**src/rtl/rf_pkg.sv**
```systemverilog
// rtl/rf_pkg.sv - shared widths and FSM encoding for the register file access sequencer
package rf_pkg;

    localparam int RF_AW = 3;
    localparam int RF_DW = 16;

    typedef enum logic [2:0] {
        ST_IDLE  = 3'd0,
        ST_WRITE = 3'd1,
        ST_READ  = 3'd2,
        ST_CAPT  = 3'd3,
        ST_RESP  = 3'd4
    } rf_state_t;

endpackage

```
**src/rtl/rf_access_seq.sv**
```systemverilog
// rtl/rf_access_seq.sv - serializes one write/read request into register file cycles and returns both operands
module rf_access_seq
    import rf_pkg::*;
#(
    parameter int AW = RF_AW,
    parameter int DW = RF_DW
) (
    input  logic          clk,
    input  logic          rst_n,
    input  logic          req_valid,
    output logic          req_ready,
    input  logic          req_wr_en,
    input  logic [AW-1:0] req_wr_addr,
    input  logic [DW-1:0] req_wr_data,
    input  logic          req_rd_en,
    input  logic [AW-1:0] req_rd_a,
    input  logic [AW-1:0] req_rd_b,
    output logic          rsp_valid,
    input  logic          rsp_ready,
    output logic [DW-1:0] rsp_data_a,
    output logic [DW-1:0] rsp_data_b,
    output logic [AW-1:0] rf_address_a,
    output logic [AW-1:0] rf_address_b,
    output logic          rf_write_enable,
    output logic [DW-1:0] rf_write_data,
    input  logic [DW-1:0] rf_data_a,
    input  logic [DW-1:0] rf_data_b
);

    rf_state_t     state;
    logic          wr_en_q;
    logic [AW-1:0] wr_addr_q;
    logic [DW-1:0] wr_data_q;
    logic          rd_en_q;
    logic [AW-1:0] rd_a_q;
    logic [AW-1:0] rd_b_q;
    logic [DW-1:0] rsp_a_q;
    logic [DW-1:0] rsp_b_q;

    // Sequencer FSM: latch the request, issue write then read, capture the registered read data, hold response
    always_ff @(posedge clk) begin
        if (!rst_n) begin
            state     <= ST_IDLE;
            wr_en_q   <= 1'b0;
            wr_addr_q <= '0;
            wr_data_q <= '0;
            rd_en_q   <= 1'b0;
            rd_a_q    <= '0;
            rd_b_q    <= '0;
            rsp_a_q   <= '0;
            rsp_b_q   <= '0;
        end else begin
            case (state)
                ST_IDLE: begin
                    if (req_valid) begin
                        wr_en_q   <= req_wr_en;
                        wr_addr_q <= req_wr_addr;
                        wr_data_q <= req_wr_data;
                        rd_en_q   <= req_rd_en;
                        rd_a_q    <= req_rd_a;
                        rd_b_q    <= req_rd_b;
                        if (req_wr_en) begin
                            state <= ST_WRITE;
                        end else if (req_rd_en) begin
                            state <= ST_READ;
                        end else begin
                            state <= ST_IDLE;
                        end
                    end
                end
                ST_WRITE: begin
                    state <= rd_en_q ? ST_READ : ST_IDLE;
                end
                ST_READ: begin
                    state <= ST_CAPT;
                end
                ST_CAPT: begin
                    // Register file read data is valid one cycle after the READ address cycle
                    rsp_a_q <= rf_data_a;
                    rsp_b_q <= rf_data_b;
                    state   <= ST_RESP;
                end
                ST_RESP: begin
                    if (rsp_ready) begin
                        state <= ST_IDLE;
                    end
                end
                default: begin
                    state <= ST_IDLE;
                end
            endcase
        end
    end

    // Register file and handshake outputs decoded from state and latched fields only, forced quiet while in reset
    always_comb begin
        req_ready       = 1'b0;
        rsp_valid       = 1'b0;
        rf_address_a    = '0;
        rf_address_b    = '0;
        rf_write_enable = 1'b0;
        rf_write_data   = '0;
        if (rst_n) begin
            case (state)
                ST_IDLE: begin
                    req_ready = 1'b1;
                end
                ST_WRITE: begin
                    rf_address_a    = wr_addr_q;
                    rf_write_data   = wr_data_q;
                    rf_write_enable = 1'b1;
                end
                ST_READ: begin
                    rf_address_a = rd_a_q;
                    rf_address_b = rd_b_q;
                end
                ST_RESP: begin
                    rsp_valid = 1'b1;
                end
                default: begin
                    req_ready = 1'b0;
                end
            endcase
        end
    end

    assign rsp_data_a = rsp_a_q;
    assign rsp_data_b = rsp_b_q;

endmodule
```
**config.mk**
```make
export PLATFORM = sky130hd
export DESIGN_NAME = rf_access_seq
export DESIGN_NICKNAME = d
export VERILOG_FILES = /design/src/rtl/rf_pkg.sv /design/src/rtl/rf_access_seq.sv
export SDC_FILE = /design/constraint.sdc
export NUM_CORES = 1
export LEC_CHECK = 0
export CORE_ASPECT_RATIO = 0.5
export CORE_MARGIN = 2
export CORE_UTILIZATION = 29
export CTS_CLUSTER_SIZE = 16
export DETAILED_ROUTE_END_ITERATION = 7
export PLACE_DENSITY = 0.67
export SYNTH_ARGS = -nofsm -noshare
export SYNTH_HDL_FRONTEND = slang
export SYNTH_SLANG_ARGS = --single-unit
```
**constraint.sdc**
```tcl
create_clock -name clk -period 2.2 [get_ports clk]
set_clock_uncertainty 0.15 [all_clocks]
set_input_delay 0.66 -clock clk [delete_from_list [all_inputs] [get_ports clk]]
set_output_delay 0.66 -clock clk [all_outputs]
set_load 0.01 [all_outputs]
```
Yosys cells after proc, flatten, opt, wreduce, memory -nomap -nowiden
Index checks and enable logic that the tools add are counted.

word-level totals
  register bits = 61
  input port bits = 63
  output and inout bits = 57
  logic and storage cells = 35

cells by class
  eq/ne operators = 6
  mux-type cells = 18
  reduce and logical (&&, ||, !) cells = 3

operators with widths
  operator              number
  $mux W16              2
  $mux W3               5
  $pmux W3 S5           1
  $eq A3 B2 Y1 const B  2
  $mux W1               6
  $mux W2               3
  $pmux W3 S2           1
  $ne A2 B2 Y1 const B  2
  $reduce_and A2 Y1     2
  $eq A3 B1 Y1 const B  1
  $eq A3 B3 Y1 const B  1
  $logic_not A3 Y1      1

Depth between registers and ports, before layout
  depth after elaboration = 4
  gate-level depth with buffers = 6
  mapped depth without buffers = 3

Worst setup path after synthesis
No wires, ideal clock.

  kind = input to output
  from = input rst_n
  to = output rf_address_a[0]
  arrival time = 1.385 ns
  required time = 1.390 ns
  slack = 0.005 ns
  cell stages on the path = 4
  path buffers = 1
  cells stage by stage = nand2b_1 -> nor3b_1 -> clkbuf_1 -> a22o_1

on the way
  cells in the longest elaborated chain, start to end = 1

RTL lines
  what         RTL line              source
  from (decl)  rf_access_seq.sv:9    input logic rst_n,
  $mux W3      rf_access_seq.sv:103  if (rst_n) begin
  to (decl)    rf_access_seq.sv:22   output logic [AW-1:0] rf_address_a,

No other way between the ends.

Worst setup path after layout
Ends and elaborated chain as after synthesis.

==> flow_summary.ini <==
[sta]
period_needed_ps = 2465
worst_slack_ps = -264.7
finalCritPeriodShare = 1.120
finalHoldViolCount = 0
slew_viol_final = 0
max_clock_freq_mhz = 405.7
grt_setup_unrepaired = yes
finalSetupViolations = 23
slew_headroom = 0.7506
worst_pin_slew_ps = 374.0

[clock_tree]
cts_num_sinks = 61
htree_levels = 3
clockBufferDepth = 2
clk_latency_ps = 320
cts_made_buffers = 9
cts_root_buf = clkbuf_16
cts_tree = done
hold_buffers = 0
clk_pin_slew_worst_paths_ps = 50

[critical_path]
r2r_start = state[2]
rrSetupSlack_ps = 510
cp-start-kind = primary input
worst_ep_arrival_time_ps = 1650
r2r-end = rd_en_q
critPathKind = primary input to primary output
path_max_fanout = 3
required_ps = 1390
end_kind = primary output
critPathLaunch = rst_n
r2r_cells = 4

[finish]
fillCellCount = 792
mostFrequentLayoutCells = nand2_1 (117), clkdlybuf4s50_1 (93), dfxtp_1 (60), a21boi_0 (38), buf_6 (27)
num_antenna_cells = 0
final_common_cell = nand2_1
area_growth_pct = 74.09
final_nets = 503
regArea_sq_um = 1222
fin_util = 0.5341
drive_gt1_frac = 0.2112
multiInputGateArea_sq_um = 1221

[flow_run]
drv_cap = 0

[power_and_ir_drop]
netSwitchingPower_w = 0.0006715
p_int_w = 0.002455
p_leak_nw = 1.713
power.total_w = 0.003127
pwr-share-clk = 0.488
peakVddDrop_v = 0.0004036
power.density_nw_per_um2 = 713.8
comb_power_share = 0.132
pwr-share-seq = 0.379
swShare = 0.2148

[min_path]
min_path_type = register to register
hold_end = wr_data_q[5]
min_from = wr_data_q[5]
min_delay_path_depth = 2

[drt]
dr.pass1.iters = 4
vias = 2377
wl_per_cell_um = 12.68
ant_nets = 0
drt-initial-drc-count = 62
viasPerCell = 4.268
drc = 0
drt-total-wl_um = 7061

[floorplan]
die_w_um = 135.7
rows = 23
ios = 120
dieArea_sq_um = 9483
core_sq_um = 8202
fp.dieH_um = 69.87
initial_core_util = 0.3068

[synth]
synth_area_per_cell_sq_um = 8.359
ys_warn_count = 0
synth_edf_count = 0
synthCells = 301
synth_seq_area_share = 0.4853
syn_nets = 364
ys_types = 25
ys_async_sr_fraction = 0
syn-cell-area_sq_um = 2516
synth-seq-cells = 61
synth_ff_type = dfxtp_1

[outcome]
violations = setup timing
status = finished with violations

[global_routing]
grt_pass1_vias = 2272
gr-total-overflow = 0
antenna_found_initial = 0
grt_max_degree = 43
track_usage = 0.1488
grt_pass1_wl_um = 11010

[placed_design]
placement.io_buffers = 119
gp_congestion = 0.7791
hpwl_um = 4652
dp_worst_setup_slack_ps = -607.0
routing by layer:
metal / vias to the layer above / track usage / share of wire
met1: 1063 / 0.1676 / 0.44
li1: 1247 / - / -
met3: 11 / 0.04503 / 0.048
met2: 56 / 0.2654 / 0.50
met4: 0 / 0.05556 / 0.012
met5: - / 0 / 0
final cells by class:
class | count | share of cell area
Tap cell | 112 | 0.03199
Inverter | 2 | 0.001714
Sequential cell | 61 | 0.2791
Clock inverter | 4 | 0.01600
Multi-Input combinational cell | 215 | 0.2788
Clock buffer | 12 | 0.05855
Timing Repair Buffer | 151 | 0.3339
cell families after synthesis:
kind of cell           count (synthesis)  share of synthesized area
and+or+nand+nor                      150                     0.2660
AOI/OAI and AO/OA                     65                     0.1939
DFF                                   61                     0.4853
buffers and inverters                 25                    0.05470
cells in the mapped netlist (all sizes together), types with 2 or more instances:
cell,number,area [sq um]
nor3,2,10.01
nor2,3,11.26
inv,2,7.510
nand2b,2,12.51
buf,13,92.59
and2,19,118.9
dfxtp,61,1221
a22o,3,26.28
clkbuf,10,37.54
a21boi,58,435.4
nand2,117,439.2
sequential cells by signal, indices dropped and copies added, names as in the netlist:
register / cells
state: 3
wr_data_q: 16
rd_en_q: 1
rsp_data_b: 16
wr_addr_q: 3
rsp_data_a: 16
rd_a_q: 3
rd_b_q: 3
power by group through the flow:
stage          registers [W]  clock network [W]  logic [W]
2_1_floorplan        0.00120                  0   0.000172
3_3_place_gp         0.00120                  0   0.000373
3_5_place_dp         0.00121                  0   0.000378
4_1_cts              0.00118            0.00156   0.000413
5_1_grt              0.00119            0.00162   0.000451
6_report             0.00119            0.00153   0.000414
worst max path at each step:
stage          depth (start not counted)  slack [ps]               end
2_1_floorplan                          4           5   rf_address_a[0]
3_3_place_gp                           6        -560   rf_address_a[1]
3_5_place_dp                           6        -610  rf_write_data[7]
4_1_cts                                8        -310   rf_address_a[2]
5_1_grt                                8        -320  rf_write_data[6]
6_report                               8        -260   rf_address_a[0]
metrics by stage:
stage / TNS [ps] / cell area (sq um) / std cells / hold WS [ps]
3_5_place_dp: -15080 / 3857 / 526 / 291.3
2_1_floorplan: 0 / 2516 / 301 / 280.5
5_1_grt: -4631 / 4380 / 557 / 327.8
6_report: -3687 / 4380 / 557 / 299.6
3_3_place_gp: -14130 / 3857 / 526 / 285.9
4_1_cts: -4754 / 4314 / 557 / 299.1
critical path, cell delays in order:
cell      delay, ps
buf_8            80
nand2b_4         60
nor3b_4         250
buf_6           150
buf_6           100
buf_6            90
a22o_1          140
buf_2           130
timing repair:
action | CTS | global route
pin swaps | 14 | 1
hold endpoints to repair | 0 | 0
setup buffers | 14 | 3
resized for setup | 128 | 24
setup endpoints to repair | 25 | 24
gates cloned | 1 | 0
Note: power is estimated with default switching activity, not from simulation.
